--- src/rtl/return_addr_stack.sv ---
// Return-address stack fed by the control unit's push/pop strobes, qualified by the commit pulse.
// Build option RETURN_STACK_WRAP_EN: a push while full overwrites the oldest entry instead of being dropped.
module return_addr_stack #(
    parameter int ADDR_WIDTH = 32,
    parameter int DEPTH      = 16,
    parameter int CNT_WIDTH  = $clog2(DEPTH) + 1
) (
    input  logic                  clk,
    input  logic                  reset,
    input  logic                  commit,
    input  logic                  push,
    input  logic                  pop,
    input  logic [ADDR_WIDTH-1:0] push_addr,
    input  logic                  clear_err,
    output logic [ADDR_WIDTH-1:0] top_addr,
    output logic [CNT_WIDTH-1:0]  count,
    output logic                  empty,
    output logic                  full,
    output logic                  overflow,
    output logic                  underflow
);
    localparam int PTR_W = $clog2(DEPTH);
`ifdef RETURN_STACK_WRAP_EN
    localparam bit WRAP = 1'b1;
`else
    localparam bit WRAP = 1'b0;
`endif

    logic [ADDR_WIDTH-1:0] mem [DEPTH];
    logic [PTR_W-1:0]      sp, sp_top;
    logic                  op_push, op_pop, op_tail;
    logic                  eff_push, replace, push_ok, pop_ok;
    logic                  set_ovf, set_unf;
    logic                  mem_we;
    logic [PTR_W-1:0]      mem_wa;

    assign sp_top = sp - PTR_W'(1);
    assign empty  = (count == '0);
    assign full   = (count == CNT_WIDTH'(DEPTH));

    // Tail call on an empty stack degenerates to a plain push.
    assign op_push  = commit & push & ~pop;
    assign op_pop   = commit & pop & ~push;
    assign op_tail  = commit & push & pop;
    assign eff_push = op_push | (op_tail & empty);
    assign replace  = op_tail & ~empty;
    assign push_ok  = eff_push & (~full | WRAP);
    assign pop_ok   = op_pop & ~empty;
    assign set_ovf  = eff_push & full;
    assign set_unf  = op_pop & empty;

    assign mem_we = replace | push_ok;
    assign mem_wa = replace ? sp_top : sp;

    assign top_addr = empty ? '0 : mem[sp_top];

    // Storage is deliberately not reset; the reset gate only blocks a write during reset.
    always_ff @(posedge clk) begin
        if (reset && mem_we)
            mem[mem_wa] <= push_addr;
    end

    always_ff @(posedge clk or negedge reset) begin
        if (!reset) begin
            sp        <= '0;
            count     <= '0;
            overflow  <= 1'b0;
            underflow <= 1'b0;
        end else begin
            if (push_ok)
                sp <= sp + PTR_W'(1);
            else if (pop_ok)
                sp <= sp_top;
            if (eff_push && !full)
                count <= count + CNT_WIDTH'(1);
            else if (pop_ok)
                count <= count - CNT_WIDTH'(1);
            overflow  <= set_ovf | (overflow & ~clear_err);
            underflow <= set_unf | (underflow & ~clear_err);
        end
    end
endmodule
--- config.mk ---
export PLATFORM = sky130hd
export DESIGN_NAME = return_addr_stack
export DESIGN_NICKNAME = d
export VERILOG_FILES = /design/src/rtl/return_addr_stack.sv
export SDC_FILE = /design/constraint.sdc
export NUM_CORES = 1
export LEC_CHECK = 0
export CAP_MARGIN = 20
export CORE_MARGIN = 4
export CORE_UTILIZATION = 30
export CTS_CLUSTER_SIZE = 30
export DETAILED_ROUTE_END_ITERATION = 6
export SLEW_MARGIN = 20
export SYNTH_ARGS = -nofsm -noshare
export SYNTH_HDL_FRONTEND = slang
export SYNTH_SLANG_ARGS = --single-unit
--- constraint.sdc ---
create_clock -name clk -period 7.9 [get_ports clk]
set_clock_uncertainty 0.2 [all_clocks]
set_input_delay 0.79 -clock clk [delete_from_list [all_inputs] [get_ports clk]]
set_output_delay 0.79 -clock clk [all_outputs]
set_load 0.02 [all_outputs]
After elaboration in Yosys (flattened, before gate mapping)
Memories as Yosys holds them, arrays and structs flattened. Cells that the tools add are included.

Bits in registers: 11. Memory bits (writable): 512. Logic and storage cells: 46. Memories: 1.

Memory list: mem (words 16, bits a word 32, read ports 1, clocked after Yosys merged registers in 0, write ports 1, line 29) `logic [ADDR_WIDTH-1:0] mem [DEPTH];`.

Add/subtract/negate cells: 4. Equality and inequality tests: 1. Multiplexer cells: 8. Bitwise gates (word level): 22. Reduce and logical (&&, ||, !) cells: 6.

Operators by type and width (number): $mux 32 (1); $and 1x1->1 (13); $mux 4 (3); $mux 5 (2); $add 5x1->5 const B (1); $eq 5x5->1 const B (1); $logic_not 5->1 (1); $not 1->1 (5); $sub 5x1->5 const B (1); $add 4x1->4 const B (1); $or 1x1->1 (4); $reduce_bool 2->1 (2); $sub 4x1->4 const B (1); $logic_and 1x1->1 (2); $mux 1 (2); $logic_not 1->1 (1).

Logic depth before layout (Yosys ltp)
Word-level depth: 9. Depth in mapped cells: 10.

Worst setup path before layout
No wires, ideal clock.

Path type: register to register. Start: register count[1]. End: memory mem[13][0] (enable). Setup time: 421 ps. Arrival time: 3315 ps. Required time: 7279 ps. Path slack: 3963 ps. Stages on the path, launching flop included: 7. Path buffers: 1. Cells stage by stage: dfrtp_1 -> or4_1 -> buf_2 -> o211ai_1 -> xor2_1 -> or3b_4 -> nor2_1.

Longest elaborated chain between the ends: 8.

Ends and longest elaborated chain: from (decl) (line 16) `output logic [CNT_WIDTH-1:0] count,`; from (signal assigned) (line 75) `count <= count + CNT_WIDTH'(1);`; from (signal assigned) (line 77) `count <= count - CNT_WIDTH'(1);`; $logic_not 5->1 (line 38) `assign empty = (count == '0);`; $and 1x1->1 (line 45) `assign eff_push = op_push | (op_tail & empty);`; $or 1x1->1 (line 45); $and 1x1->1 (line 47) `assign push_ok = eff_push & (~full | WRAP);`; $or 1x1->1 (line 52) `assign mem_we = replace | push_ok;`; $logic_and 1x1->1 (line 59) `if (reset && mem_we)`; $mux 1 (line 59); $mux 1 (implied by the code) (line 60) `mem[mem_wa] <= push_addr;`; to (decl) (line 29).

Several ways; a longest one is shown, not always the timed one.

Worst setup path after layout
Start: register sp[0]. End: output port top_addr[31].

Longest elaborated chain between the ends: 3.

Ends and longest elaborated chain: from (decl) (line 30) `logic [PTR_W-1:0] sp, sp_top;`; from (signal assigned) (line 71) `sp <= sp + PTR_W'(1);`; from (signal assigned) (line 73) `sp <= sp_top;`; $sub 4x1->4 (line 37) `assign sp_top = sp - PTR_W'(1);`; $mem_v2 16x32; $mux 32 (line 55) `assign top_addr = empty ? '0 : mem[sp_top];`; to (decl) (line 15) `output logic [ADDR_WIDTH-1:0] top_addr,`.

Every way passes these cells.

==> summary.json <==
{
  "layout_common_cells": {"value": "sky130_fd_sc_hd__edfxtp_1, sky130_fd_sc_hd__nand2_1, sky130_fd_sc_hd__a21oi_1, sky130_fd_sc_hd__clkdlybuf4s50_1, sky130_fd_sc_hd__mux4_2"},
  "netlist-cell-type-count": {"value": 42},
  "hold_class": {"value": "reg2reg"},
  "power.share.combinational": {"value": 43.0, "unit": "%"},
  "multi_input_area": {"value": 0.00474, "unit": "mm^2"},
  "ys_top_cells_by_area": {"value": "sky130_fd_sc_hd__edfxtp_1, sky130_fd_sc_hd__mux4_2, sky130_fd_sc_hd__nand2_1"},
  "hold_viol_final": {"value": 0},
  "cellPowerDensity": {"value": 427, "unit": "mW/mm^2"},
  "vias": {"value": 11565},
  "pin_count_of_the_biggest_net_entering_global_routing": {"value": 128},
  "n_fill_cell": {"value": 6231},
  "timing.setup.tns": {"value": 0, "unit": "ps"},
  "synth_top_cell_by_area": {"value": "sky130_fd_sc_hd__edfxtp_1"},
  "gp_routability_congestion": {"value": 0.741},
  "setup_viol": {"value": 0},
  "cts_hold_buf": {"value": 0},
  "critPathRequiredTime": {"value": 6910, "unit": "ps"},
  "power_switching": {"value": 3950, "unit": "uW"},
  "whs_path_depth": {"value": 2},
  "ctsLongestPathBuffers": {"value": 3},
  "asyncSetResetFlopFracSynth": {"value": 2.10, "unit": "%"},
  "cts_num_sinks": {"value": 523},
  "dieArea": {"value": 0.0728, "unit": "mm^2"},
  "syn_nets": {"value": 1385},
  "grt_usage": {"value": 13.1, "unit": "%"},
  "grt_antenna_before_repair": {"value": 1},
  "yosys_most_used_dff": {"value": "sky130_fd_sc_hd__edfxtp_1"},
  "globalRouteOverflowTotal": {"value": 0},
  "finalNetCount": {"value": 1469},
  "initial_core_utilization": {"value": 30.4, "unit": "%"},
  "drt-wirelength-per-cell": {"value": 20.8, "unit": "um"},
  "synth_top_cell_area_share": {"value": 74.8, "unit": "%"},
  "clk_pin_slew_worst_paths": {"value": 60, "unit": "ps"},
  "clock_tree_from_tritoncts": {"value": "yes"},
  "max_cap_check_violation_count": {"value": 0},
  "dominant_combinational_cell_family_by_area_after_synthesis": {"value": "simple AND/OR/NAND/NOR gates"},
  "worstSetupEndpointType": {"value": "primary output"},
  "rows": {"value": 95},
  "die-width": {"value": 270, "unit": "um"},
  "synth-simple-area-share": {"value": 8.75, "unit": "%"},
  "synth.yosys.warnings": {"value": 0},
  "clock_power_share": {"value": 25.8, "unit": "%"},
  "slew_headroom": {"value": 28.0, "unit": "%"},
  "die_y": {"value": 270, "unit": "um"},
  "timing.critical_path.slowest_cell_delay": {"value": 880, "unit": "ps"},
  "post_cts.repair.setup_buffers": {"value": 0},
  "cts_buffers": {"value": 49},
  "htree_levels": {"value": 2},
  "report.power.total": {"value": 10400, "unit": "uW"},
  "whs": {"value": 350, "unit": "ps"},
  "synth-adder-area-share": {"value": 0.244, "unit": "%"},
  "cp_max_fo": {"value": 72},
  "synth-compound-area-share": {"value": 5.51, "unit": "%"},
  "drive_gt1_share": {"value": 13.9, "unit": "%"},
  "synthesized_flop_and_latch_total": {"value": 523},
  "flow.area_growth_from_synthesis": {"value": 18.8, "unit": "%"},
  "criticalPathCategory": {"value": "reg2out"},
  "viasPerCell": {"value": 4.94},
  "syn_area_per_cell": {"value": 15.3, "unit": "um^2"},
  "place.detailed.hpwl": {"value": 26000, "unit": "um"},
  "area.sequential": {"value": 0.0157, "unit": "mm^2"},
  "critical_path_cell_by_cell": {"value": "clkinv_1 -> ha_4 -> buf_4 -> inv_1 -> nand2_1 -> buf_4 -> a21oi_1 -> nor4_1 -> a21oi_1 -> clkdlybuf4s50_1"},
  "rsz_0062_raised_after_global_routing": {"value": "false"},
  "worst_setup_start_kind": {"value": "register"},
  "ys_seq_area_share": {"value": 76.1, "unit": "%"},
  "vdd.ir_drop.worst": {"value": 0.000549, "unit": "V"},
  "power_leakage": {"value": 0.00794, "unit": "uW"},
  "layout.cells.most_common": {"value": "sky130_fd_sc_hd__edfxtp_1"},
  "drtIter0Drc": {"value": 904},
  "synth_enable_flop_cells": {"value": 512},
  "synth_xor_xnor_area_share": {"value": 0.469, "unit": "%"},
  "slew_violations": {"value": 0},
  "grt_pass1_vias": {"value": 11756},
  "fmax": {"value": 156, "unit": "MHz"},
  "synth.area.mux_share": {"value": 7.28, "unit": "%"},
  "switching_share": {"value": 37.8, "unit": "%"},
  "clk-insertion-delay-late": {"value": 560, "unit": "ps"},
  "final.period_utilization": {"value": 80.9, "unit": "%"},
  "io-pin-count": {"value": 79},
  "port_buffers": {"value": 78},
  "drc": {"value": 0},
  "minimum_period_implied_by_the_final_worst_setup_slack": {"value": 6390, "unit": "ps"},
  "core_area": {"value": 0.0675, "unit": "mm^2"},
  "outcome": {"value": "finished clean"},
  "cpMaxStageDelayCell": {"value": "sky130_fd_sc_hd__dfrtp_4"},
  "post_cts.resized_instances": {"value": 0},
  "synthCells": {"value": 1343},
  "global_route_wire_length_before_repair": {"value": 74200, "unit": "um"},
  "route.antenna.remaining_nets": {"value": 0},
  "synthesis.area": {"value": 0.0206, "unit": "mm^2"},
  "sequentialPowerShare": {"value": 31.2, "unit": "%"},
  "initial_drt_pass_iterations": {"value": 5},
  "tightestPinTransition": {"value": 1080, "unit": "ps"},
  "intPower": {"value": 6490, "unit": "uW"},
  "worst_r2r_path_depth": {"value": 8},
  "cts_root_buf": {"value": "sky130_fd_sc_hd__clkbuf_16"},
  "arrival": {"value": 5400, "unit": "ps"},
  "drt-total-wl": {"value": 48700, "unit": "um"}
}
==> worst max-delay path, delay by kind of cell (launching register included) <==
| kind | cells | cell delay [ps] |
|---|---|---|
| buf+inv | 5 | 2510 |
| flops | 1 | 880 |
| simple gates | 2 | 710 |
| fa+ha+maj | 1 | 390 |
| compound gates | 2 | 290 |
==> through the flow <==
step           utilization [%]  setup WS (ps)  std cells  instance area, um^2
2_1_floorplan                -           3960       1343                20600
3_3_place_gp              33.4           1990       2249                22500
3_5_place_dp              33.4           2020       2249                22500
4_1_cts                   36.2           1380       2339                24400
5_1_grt                   36.2           1120       2340                24400
6_report                  36.2           1510       2340                24400
==> power by group through the flow <==
stage                     combinational (uW)  sequential, uW  clock, uW
after floorplan                         2810            3250          0
after detailed placement                4530            3320          0
after global routing                    4910            3280       2870
after CTS                               4560            3260       2750
final                                   4480            3260       2690
after global placement                  4510            3310          0
==> kinds of logic after synthesis <==
kind of cell	Yosys count
simple gates	436
xor+xnor	11
flops	523
mux	68
fa+ha+maj	4
compound gates	217
buf+inv	84
==> flip-flops by register name (all words and copies together), names as in the netlist <==
| signal | count |
|---|---|
| count | 5 |
| mem | 512 |
| overflow | 1 |
| sp | 4 |
| underflow | 1 |
==> final cells by class <==
type / instances / area share, %
Tap cell: 873 / 4.47
Clock buffer: 54 / 5.19
Sequential cell: 523 / 64.1
Inverter: 9 / 0.138
Clock inverter: 36 / 2.47
Antenna cell: 1 / 0.0103
Timing Repair Buffer: 108 / 4.17
Multi-Input combinational cell: 736 / 19.4
==> routing by layer <==
layer | wire length (um) | vias up | global-route usage, %
met2 | 23800 | 334 | 22.0
li1 | - | 5208 | -
met3 | 2540 | 78 | 2.28
met4 | 1200 | 0 | 3.83
met1 | 21200 | 5945 | 17.6
met5 | 0 | - | 0
==> synth_stat cells, types with 3 or more instances <==
cell and instances:
sky130_fd_sc_hd__edfxtp_1 512, sky130_fd_sc_hd__nand2_1 361, sky130_fd_sc_hd__a21oi_1 164, sky130_fd_sc_hd__mux4_2 64, sky130_fd_sc_hd__clkbuf_1 54, sky130_fd_sc_hd__o21ai_0 35
sky130_fd_sc_hd__nor4_1 33, sky130_fd_sc_hd__nor2_1 18, sky130_fd_sc_hd__buf_2 11, sky130_fd_sc_hd__dfrtp_1 11, sky130_fd_sc_hd__buf_1 10, sky130_fd_sc_hd__inv_1 8
sky130_fd_sc_hd__xnor2_1 7, sky130_fd_sc_hd__a31oi_1 5, sky130_fd_sc_hd__nor3_1 5, sky130_fd_sc_hd__ha_1 4, sky130_fd_sc_hd__xor2_1 4, sky130_fd_sc_hd__nand3b_1 3
sky130_fd_sc_hd__o22ai_1 3
==> path summary, 6_finish.rpt <==
path | start | end | slack [ps]
max reg2reg | sp[0] | mem[8][30] | 3070
max | sp[0] | top_addr[31] | 1510
max in group asynchronous | reset | sp[0] | 6610
min in group asynchronous | reset | underflow | 420
min reg2reg | underflow | underflow | 350
min | underflow | underflow | 350
Note: power is estimated with default switching activity, not from simulation.
